### src/rtl/arb_pkg.sv
// rtl/arb_pkg.sv - shared types and helpers for the register write arbiter
package arb_pkg;

  typedef enum logic {IDLE, BUSY} arb_state_e;

  function automatic int rr_width(input int n);
    return $clog2(n);
  endfunction

endpackage

### src/rtl/rr_pick.sv
// rtl/rr_pick.sv - combinational round-robin search from a start index
module rr_pick
  import arb_pkg::*;
#(
  parameter int N_REQ = 4,
  localparam int W = rr_width(N_REQ)
) (
  input  logic [N_REQ-1:0] req,
  input  logic [W-1:0]     start,
  output logic             found,
  output logic [W-1:0]     winner
);

  logic [W-1:0] idx;

  // Scan start, start+1, ... modulo N_REQ; the first set bit wins.
  always_comb begin
    found  = 1'b0;
    winner = '0;
    idx    = '0;
    for (int i = 0; i < N_REQ; i++) begin
      idx = W'((int'(start) + i) % N_REQ);
      if (!found && req[idx]) begin
        found  = 1'b1;
        winner = idx;
      end
    end
  end

endmodule

### src/rtl/reg_write_arbiter.sv
// rtl/reg_write_arbiter.sv - round-robin ownership of one shared D-register
module reg_write_arbiter
  import arb_pkg::*;
#(
  parameter int N_REQ    = 4,
  parameter int DW       = 8,
  parameter int MAX_HOLD = 4
) (
  input  logic                        clk,
  input  logic                        rst,
  input  logic [N_REQ-1:0]            req,
  input  logic [N_REQ-1:0]            we,
  input  logic [N_REQ-1:0][DW-1:0]    wdata,
  output logic [N_REQ-1:0]            gnt,
  output logic [rr_width(N_REQ)-1:0]  owner,
  output logic                        busy,
  output logic [DW-1:0]               q,
  output logic [DW-1:0]               qb
);

  localparam int W = rr_width(N_REQ);
  localparam logic [7:0]       HOLD_LAST = 8'(MAX_HOLD - 1);
  localparam logic [N_REQ-1:0] ONE       = N_REQ'(1);

  arb_state_e   state;
  logic [W-1:0] last_owner;
  logic [7:0]   hold_cnt;
  logic [W-1:0] start;
  logic         found;
  logic [W-1:0] winner;
  logic         release_now;

  // last_owner equals owner while BUSY, so one search start serves both paths.
  assign start       = (last_owner == W'(N_REQ - 1)) ? '0 : last_owner + W'(1);
  assign release_now = !req[owner] || (hold_cnt == HOLD_LAST);

  rr_pick #(.N_REQ(N_REQ)) u_pick (
    .req   (req),
    .start (start),
    .found (found),
    .winner(winner)
  );

  always_ff @(posedge clk or posedge rst) begin
    if (rst) begin
      state      <= IDLE;
      gnt        <= '0;
      owner      <= '0;
      last_owner <= W'(N_REQ - 1);
      hold_cnt   <= '0;
      q          <= '0;
    end else begin
      case (state)
        IDLE: begin
          if (found) begin
            gnt        <= ONE << winner;
            owner      <= winner;
            last_owner <= winner;
            hold_cnt   <= '0;
            state      <= BUSY;
          end else begin
            gnt <= '0;
          end
        end
        BUSY: begin
          // The write in the final granted cycle still lands.
          if (we[owner]) q <= wdata[owner];
          if (release_now) begin
            if (found) begin
              gnt        <= ONE << winner;
              owner      <= winner;
              last_owner <= winner;
              hold_cnt   <= '0;
            end else begin
              gnt   <= '0;
              state <= IDLE;
            end
          end else begin
            hold_cnt <= hold_cnt + 8'd1;
          end
        end
        default: begin
          gnt   <= '0;
          state <= IDLE;
        end
      endcase
    end
  end

  assign busy = |gnt;
  assign qb   = ~q;

endmodule

### config.mk
export PLATFORM = sky130hd
export DESIGN_NAME = reg_write_arbiter
export DESIGN_NICKNAME = d
export VERILOG_FILES = /design/src/rtl/arb_pkg.sv /design/src/rtl/rr_pick.sv /design/src/rtl/reg_write_arbiter.sv
export SDC_FILE = /design/constraint.sdc
export NUM_CORES = 1
export LEC_CHECK = 0
export ABC_AREA = 0
export BUFFER_PORTS_ARGS = -buffer_cell sky130_fd_sc_hd__buf_2
export CAP_MARGIN = 15
export CORE_MARGIN = 1.5
export CORE_UTILIZATION = 50
export CTS_CLUSTER_DIAMETER = 60
export DETAILED_ROUTE_END_ITERATION = 12
export HOLD_SLACK_MARGIN = 0.05
export PLACE_DENSITY = 0.94
export SLEW_MARGIN = 15
export SYNTH_ARGS = -nofsm -noshare
export SYNTH_HDL_FRONTEND = slang
export SYNTH_SLANG_ARGS = --single-unit
### constraint.sdc
create_clock -name clk -period 5.5 [get_ports clk]
set_input_delay 1.1 -clock clk [delete_from_list [all_inputs] [get_ports clk]]
set_output_delay 1.1 -clock clk [all_outputs]
set_load 0.01 [all_outputs]
Yosys cells after proc, flatten, opt, wreduce, memory -nomap -nowiden
Cells that the tools add are included.
{ "totals": {"regBits": 25, "inputBits": 42, "output_inout_bits": 23, "elab_cells": 70} }
{ "classes": {"n_addsub": 5, "magnitude_cmp": 5, "eq_ne": 3, "shift": 1, "n_mux": 38, "n_bitwise": 2, "n_reduce_logical": 10} }
{ "ops": {"columns": ["operator", "n"], "rows": [
  ["$mux W8", 3],
  ["$mux W2", 9],
  ["$bmux W8 S2", 1],
  ["$pmux W8 S2", 1],
  ["$lt A2 B3 Y1 const B", 5],
  ["$bmux W1 S2", 6],
  ["$mux W1", 12],
  ["$add A8 B1 Y8 const B", 1],
  ["$eq A8 B2 Y1 const B", 1],
  ["$mux W4", 2],
  ["$not A8 Y8", 1],
  ["$pmux W2 S2", 2],
  ["$pmux W4 S2", 1],
  ["$add A2 B1 Y2 const B", 2],
  ["$add A2 B2 Y2 const B", 2],
  ["$logic_not A1 Y1", 4],
  ["$reduce_or A4 Y1", 1],
  ["$shl A1 B2 Y4 const A", 1],
  ["$logic_and A1 B1 Y1", 3],
  ["$eq A2 B2 Y1 const B", 1],
  ["$ne A2 B1 Y1 const B", 1],
  ["$pmux W1 S2", 1],
  ["$reduce_and A2 Y1", 1],
  ["$logic_or A1 B1 Y1", 1],
  ["$not A1 Y1", 1]
]} }

Longest topological paths before layout
Gate-level depths: netlist (run 1).
{ "logic_depth": {"depth_word": 18, "ltp_mapped": 5, "mapped_depth_nobuf": 5} }

Cells and area by module
From an unflattened synthesis (run 1), not the netlist that was laid out.
{ "hier_totals": {"cells_unflattened": 135, "area_unflattened_um2": 1586.5} }
{ "modules_own_cells": {"columns": ["mod", "instances", "cells_per_inst", "area_each_um2", "seq_area_each_um2"], "rows": [
  ["reg_write_arbiter", 1, 120, 1508.9, 628.1],
  ["rr_pick", 1, 15, 77.6, 0.0]
]} }

Least setup slack after synthesis (run 1)
Ideal clock, no wire load.
{ "synth_timing": {"path_kind": "input -> register", "from": "input port req[3]", "to": "register hold_cnt[7]", "setup_ps": 75, "arrival_ps": 2259, "required_time_ps": 5425, "path_slack_ps": 3166, "stages": 5, "path_buffers": 1, "cell_sequence": "buf_2 > mux2i_1 > o22a_2 > or4_4 > a21oi_2"} }
{ "synth_between": {"elab_chain_cells": 15, "word_cells_on_any_way": 25, "cone_classes": "17 x mux; 8 x reduce/logical"} }
{ "synth_rtl": {"columns": ["element", "line", "rtl"], "rows": [
  ["start, declared", "reg_write_arbiter.sv:11", "input logic [N_REQ-1:0] req,"],
  ["$bmux W1 S2", "rr_pick.sv:23", "if (!found && req[idx]) begin"],
  ["$mux W1 (not written as such)", "rr_pick.sv:23", null],
  ["$mux W1", "rr_pick.sv:23", null],
  ["$logic_not A1 Y1", "rr_pick.sv:23", null],
  ["$logic_and A1 B1 Y1", "rr_pick.sv:23", null],
  ["$mux W1", "rr_pick.sv:23", null],
  ["$logic_not A1 Y1", "rr_pick.sv:23", null],
  ["$logic_and A1 B1 Y1", "rr_pick.sv:23", null],
  ["$mux W1", "rr_pick.sv:23", null],
  ["$logic_not A1 Y1", "rr_pick.sv:23", null],
  ["$logic_and A1 B1 Y1", "rr_pick.sv:23", null],
  ["$mux W1", "rr_pick.sv:23", null],
  ["$mux W8", null, null],
  ["$mux W8", "reg_write_arbiter.sv:68", "if (release_now) begin"],
  ["$pmux W8 S2 (*)", "reg_write_arbiter.sv:53", "case (state)"],
  ["end signal, assigned", "reg_write_arbiter.sv:79", "hold_cnt <= hold_cnt + 8'd1;"],
  ["end, declared", "reg_write_arbiter.sv:27", "logic [7:0] hold_cnt;"]
]} }
Mark *: on every way between the ends. The rest lies on a longest branch, timed or not. The select of a mux whose other input is x is not followed.
A chain may end at the register's enable or synchronous reset.

Worst setup path after layout (run 1)
{ "layout_timing": {"from": "register gnt[1]", "to": "output port busy"} }
{ "layout_between": {"elab_chain_cells": 1} }
{ "layout_rtl": {"columns": ["element", "line", "rtl"], "rows": [
  ["start, declared", "reg_write_arbiter.sv:14", "output logic [N_REQ-1:0] gnt,"],
  ["start signal, assigned", "reg_write_arbiter.sv:56", "gnt <= ONE << winner;"],
  ["start signal, assigned", "reg_write_arbiter.sv:70", "gnt <= ONE << winner;"],
  ["$reduce_or A4 Y1", "reg_write_arbiter.sv:90", "assign busy = |gnt;"],
  ["end, declared", "reg_write_arbiter.sv:16", "output logic busy,"]
]} }
No other way between the ends.

==> impl_metrics.json, run 1 <==
{
  "ys_types": 38,
  "start_kind": "register",
  "timing.critical_path.fanout_max": 3,
  "post_cts_buffers": 0,
  "insertion_delay_ns": 0.32,
  "crit_path_end_kind": "output pin",
  "clock_skew_ns": 0.00761,
  "grt_first_pass_wirelength_microns": 5880,
  "path_class": "reg -> out",
  "routed_wl_microns": 3410,
  "fin_tns_setup_ns": 0,
  "cts-resized-gates": 0,
  "syn_nets": 186,
  "placementRows": 19,
  "die_height_microns": 58.3,
  "htree_levels": 1,
  "timing.rr.start": "owner[0]",
  "status": "finished with violations",
  "max_slew.worst_pin.slew_ns": 0.903,
  "holdCritStartpoint": "last_owner[1]",
  "synth_ff_type": "dfrtp_1",
  "muxShareOfSynthArea": 0.225,
  "critPathMaxStageDelay_ns": 0.51,
  "coreArea_sq_mm": 0.00283,
  "final_cells": 235,
  "drv_slew": 0,
  "nNetsFinal": 249,
  "io_pins": 65,
  "power_mw": 0.954,
  "synth_fa_ha_area_frac": 0.0164,
  "relSlewSlack": 0.398,
  "gp_congestion": 0.832,
  "start_util": 0.540,
  "min_period_ns": 2.50,
  "grt_pass1_vias": 1407,
  "synth-xor-area-share": 0,
  "synth_top_family_by_area": "multiplexers",
  "dp_hpwl_microns": 2600,
  "failed_checks": "DRC",
  "grt_usage": 0.222,
  "postLayoutCellArea_sq_mm": 0.00188,
  "worstSetupStartpoint": "gnt[1]",
  "yosys_register_bits": 25,
  "drt-initial-drc-count": 73,
  "ant_nets": 0,
  "n_antenna_cell": 0,
  "grt_max_degree": 26,
  "yosys.area_share.simple": 0.119,
  "fmax_mhz": 400,
  "setup_ws_ns": 3.00,
  "die_w_microns": 58.3,
  "r2r_slack_ns": 3.38,
  "synth_cells": 142,
  "cellPowerDensity_mw_per_mm2": 507,
  "portBuffers": 64,
  "clkTransAtPathRegs_ns": 0.13,
  "clock-sinks": 25,
  "peakVddDrop_v": 0.000252,
  "hold_class": "reg -> reg",
  "num_vias": 1389,
  "post-place-ws_ns": 2.98,
  "cts_buffers": 3,
  "timing.rr.end": "last_owner[1]",
  "clockRootBuffer": "clkbuf_4",
  "cts_buffer_depth": 2,
  "dp_cells": 231,
  "required_ns": 4.40,
  "rsz0062_at_grt": "false",
  "placed_cell_area_sq_mm": 0.00185,
  "synth_edf_count": 0,
  "cts_tree": "built",
  "first_pass_iters": 9,
  "overflow": 0,
  "wl_per_cell_microns": 14.5,
  "crit_path_end": "busy",
  "die-area_sq_mm": 0.00339,
  "ys_seq_area_frac": 0.411,
  "antenna_found_initial": 0,
  "maxCapViolCount": 0,
  "path_cells": "or4_1, buf_2",
  "syn_area_sq_mm": 0.00153,
  "slowest_stage": "or4_1",
  "drcViolationCount": 10,
  "hold_depth": 2,
  "yosysWarnings": 0,
  "ctsHoldBuffers": 0,
  "routed_via_density": 5.91,
  "area_growth_pct": 23.2,
  "reg2regPathDepth": 4,
  "period_share": 0.455,
  "hold_viol_final": 0,
  "synth-compound-area-share": 0.168,
  "p_leak_nw": 0.904,
  "async_flop_share": 1.00,
  "cp.arrival_ns": 1.40,
  "setup_violations": 0,
  "drive_gt1_frac": 0.456,
  "synth.avg_cell_area_sq_um": 10.7
}
## per-stage QoR
| stage | hold slack (ns) | util |
|---|---|---|
| global route | 0.514 | 0.665 |
| detailed placement | 0.457 | 0.655 |
| global placement | 0.455 | 0.655 |
| finish | 0.479 | 0.665 |
| floorplan | 0.446 | - |
| CTS | 0.483 | 0.665 |
## flip-flops by register name, indices dropped and copies added (netlist names)
register	cells
gnt	4
hold_cnt	8
last_owner	2
owner	2
q	8
state	1
## cell families (layout without fill, tap and decap cells)
logic type      Yosys count  count (layout)
compound gates           40              40
buf+inv                  22              84
flops                    25              25
simple gates             31              31
mux                      22              22
fa+ha+maj                 2               2
## cell type report
type / count / area (sq um)
Clock buffer: 4 / 26.3
Tap cell: 31 / 38.8
Timing Repair Buffer: 64 / 320
Sequential cell: 25 / 628
Multi-Input combinational cell: 95 / 807
Fill cell: 221 / 948
Inverter: 16 / 60.1
## power by group
| part | switching, mW | internal [mW] | leakage (nW) | total, mW |
|---|---|---|---|---|
| clock | 0.0519 | 0.0284 | 0.0150 | 0.0803 |
| sequential | 0.0889 | 0.259 | 0.310 | 0.348 |
| combinational | 0.258 | 0.268 | 0.580 | 0.526 |
| total | 0.399 | 0.555 | 0.904 | 0.954 |
## worst max-delay path: cells and delay by family, from the launching register on
family | cells | cell delay, ns
DFF | 1 | 0.42
and+or+nand+nor | 1 | 0.51
buffers and inverters | 1 | 0.16
## cells in the final DEF (no fill, tap or decap), types with 2 or more instances in the layout
master    instances
dfstp_2           2
mux2_2            9
a31oi_1           2
mux2i_1           4
a21oi_1           5
nand2_1           7
a22o_1            2
and2_1            2
buf_2            64
clkbuf_4          3
nor2b_1           2
dfrtp_1          23
or4_1             2
nand4_1           2
o32ai_1           2
ha_1              2
o21ai_0          15
o31ai_1           3
nor3_1            3
nand3_1           4
or3_1             2
o22ai_1           3
mux4_2            9
a21oi_2           2
o21a_1            2
inv_1            16
## synthesized netlist by cell type (all sizes together) (4+ instances only)
cell,instances,area (sq um)
mux4,9,203
mux2,9,101
dfrtp,23,576
nand2,8,32.5
inv,16,60.1
nand3,4,20.0
mux2i,4,40.0
o21ai,15,75.1
buf,5,27.5
a21oi,7,42.5
## worst min path at each step
stage | endpoint | slack (ns)
2_1_floorplan | last_owner[1] | 0.45
3_3_place_gp | last_owner[1] | 0.46
3_5_place_dp | last_owner[1] | 0.46
4_1_cts | last_owner[1] | 0.48
5_1_grt | last_owner[1] | 0.51
6_report | last_owner[1] | 0.48
## layer usage
layer | track usage | up-vias | wire (microns)
met1 | 0.251 | 647 | 1350
li1 | - | 660 | -
met4 | 0.0498 | 0 | 43
met2 | 0.432 | 77 | 1740
met5 | 0 | - | 0
met3 | 0.0335 | 5 | 271
(Power assumes the default switching activity.)
==> run 2: changes to the inputs <==
- ABC_AREA: 0 -> 1
- CORE_UTILIZATION: 50 -> 49
- PLACE_DENSITY: 0.94 -> 0.91
- clock period: 5.5 -> 2.6 ns (I/O delays scaled with it)
==> impl_metrics.json, run 2 <==
{
  "routed_wl_microns": 4080,
  "grt_pass1_vias": 1545,
  "setup_violations": 0,
  "wl_per_cell_microns": 11.7,
  "cts_buffer_depth": 2,
  "ctsHoldBuffers": 0,
  "layout_common_cells": "buf_2, nand2_1, nor2_1, inv_1, dfrtp_1",
  "critPathMaxStageDelay_ns": 0.60,
  "nNetsFinal": 348,
  "async_flop_share": 1.00,
  "hold_viol_final": 0,
  "synth_area_leaders": "dfrtp_1, nand2_1, nor2_1",
  "period_share": 0.755,
  "die_w_microns": 61.9,
  "cp.arrival_ns": 2.18,
  "min_period_ns": 1.96,
  "dp_hpwl_microns": 3180,
  "max_slew.worst_pin.slew_ns": 0.937,
  "path_class": "reg -> reg",
  "multi_input_area_sq_um": 916,
  "top_regs": "hold_cnt: 8 flops, q: 8 flops, gnt: 4 flops",
  "insertion_delay_ns": 0.34,
  "synth-xor-area-share": 0.0258,
  "required_ns": 2.82,
  "portBuffers": 64,
  "n_antenna_cell": 0,
  "fin_tns_setup_ns": 0,
  "synth_top_family_by_area": "simple AND/OR/NAND/NOR gates",
  "fmax_mhz": 509,
  "path_cells": "ha_1, inv_2, nand2_1, nand2_2, nand2_2, nand2_4, nand3_4, nor2_8, nor2_4, nand2_1, o21ai_1",
  "reg2regPathDepth": 11,
  "die_height_microns": 61.9,
  "rsz0062_at_grt": "false",
  "hold_class": "in -> async",
  "fillers": 301,
  "power.internal_mw": 1.29,
  "timing.rr.end": "owner[0]",
  "gp_congestion": 0.879,
  "synth-compound-area-share": 0.183,
  "clock-sinks": 25,
  "seq_area_sq_um": 628,
  "synth_edf_count": 0,
  "p_sw_mw": 1.50,
  "grt_first_pass_wirelength_microns": 6170,
  "timing.critical_path.fanout_max": 8,
  "die-area_sq_mm": 0.00383,
  "p_clk_frac": 0.064,
  "overflow": 0,
  "drcViolationCount": 0,
  "synth_cells": 239,
  "coreArea_sq_mm": 0.00334,
  "cts_buffers": 3,
  "placementRows": 21,
  "htree_levels": 1,
  "yosysWarnings": 0,
  "syn_nets": 283,
  "grt_max_degree": 26,
  "start_kind": "register",
  "cellPowerDensity_mw_per_mm2": 1340,
  "synth_most_common_cell": "nand2_1",
  "seqPwrFrac": 0.240,
  "syn_area_sq_mm": 0.00170,
  "clkTransAtPathRegs_ns": 0.15,
  "yosys.area_share.simple": 0.316,
  "ys_seq_area_frac": 0.370,
  "p_comb_frac": 0.696,
  "drive_gt1_frac": 0.304,
  "synthTopCellsByCount": "nand2_1, nor2_1, inv_1",
  "cts_tree": "built",
  "p_leak_nw": 1.14,
  "power_mw": 2.80,
  "synth.largest_area_cell": "dfrtp_1",
  "timing.rr.start": "last_owner[0]",
  "area_growth_pct": 23.1,
  "synth_ff_type": "dfrtp_1",
  "relSlewSlack": 0.375,
  "swShare": 0.537,
  "maxCapViolCount": 0,
  "cts-resized-gates": 0,
  "clockRootBuffer": "clkbuf_4",
  "ys_types": 28,
  "clock_skew_ns": 0.0198,
  "ant_nets": 0,
  "r2r_slack_ns": 0.64,
  "crit_path_end_kind": "register",
  "slowest_stage": "dfstp_2",
  "status": "complete, no violations",
  "drv_slew": 0,
  "synth_top_area_frac": 0.339,
  "start_util": 0.509,
  "antenna_found_initial": 0,
  "mostFrequentLayoutCell": "buf_2",
  "routed_via_density": 5.20,
  "synth_fa_ha_area_frac": 0.0147,
  "num_vias": 1815,
  "peakVddDrop_v": 0.000637,
  "synth.avg_cell_area_sq_um": 7.11,
  "drt-initial-drc-count": 83,
  "post_cts_buffers": 0,
  "io_pins": 65,
  "yosys_register_bits": 25,
  "first_pass_iters": 4,
  "muxShareOfSynthArea": 0,
  "grt_usage": 0.213
}
==> run 2: how the worst max path moves through the flow <==
| stage | start | to | slack (ns) | cells after the start |
|---|---|---|---|---|
| 2_1_floorplan | last_owner[0] | owner[0] | 0.79 | 11 |
| 3_3_place_gp | last_owner[0] | owner[1] | 0.72 | 11 |
| 3_5_place_dp | last_owner[0] | owner[0] | 0.65 | 11 |
| 4_1_cts | last_owner[0] | gnt[0] | 0.62 | 12 |
| 5_1_grt | last_owner[0] | hold_cnt[2] | 0.47 | 10 |
| 6_report | last_owner[0] | owner[0] | 0.64 | 11 |
==> run 2: worst max-delay path, delay by kind of cell (launching register included) <==
| kind | cells | cell delay, ns |
|---|---|---|
| and+or+nand+nor | 8 | 0.75 |
| buffers and inverters | 1 | 0.14 |
| DFF | 1 | 0.60 |
| AOI/OAI and AO/OA | 1 | 0.06 |
| adders and majority gates | 1 | 0.31 |
==> run 2: layout make-up <==
cell class	count	area share
clock inverter	1	0.00239
timing repair buffer	66	0.160
inverter	34	0.0610
clock buffer	3	0.0108
sequential	25	0.300
tap	46	0.0275
multi-input combinational	174	0.438
==> run 2: cells by family after synthesis <==
kind of cell,after synthesis
simple gates,112
flops,25
compound gates,55
buf+inv,40
xor+xnor,5
fa+ha+maj,2
==> run 2: per-layer routing <==
| layer | track usage | up-vias | wire length [microns] |
|---|---|---|---|
| met4 | 0.0699 | 0 | 51 |
| li1 | - | 919 | - |
| met5 | 0 | - | 0 |
| met2 | 0.402 | 65 | 1950 |
| met3 | 0.0290 | 5 | 270 |
| met1 | 0.247 | 826 | 1810 |
==> run 2: through the flow <==
| step | instances | area, sq um | setup WS, ns | util | hold slack, ns |
|---|---|---|---|---|---|
| 3_5_place_dp | 345 | 2060 | 0.654 | 0.619 | 0.478 |
| 3_3_place_gp | 345 | 2060 | 0.722 | 0.619 | 0.481 |
| 2_1_floorplan | 239 | 1700 | 0.790 | - | 0.455 |
| 4_1_cts | 349 | 2090 | 0.623 | 0.627 | 0.397 |
| 5_1_grt | 349 | 2090 | 0.472 | 0.627 | 0.459 |
| 6_report | 349 | 2090 | 0.636 | 0.627 | 0.361 |
==> run 2: power groups by stage <==
stage / registers (mW) / logic [mW] / clock network [mW]
floorplan: 0.706 / 1.44 / 0
global placement: 0.673 / 1.89 / 0
detailed placement: 0.678 / 1.94 / 0
CTS: 0.671 / 1.95 / 0.180
global route: 0.692 / 2.21 / 0.196
finish: 0.671 / 1.95 / 0.179
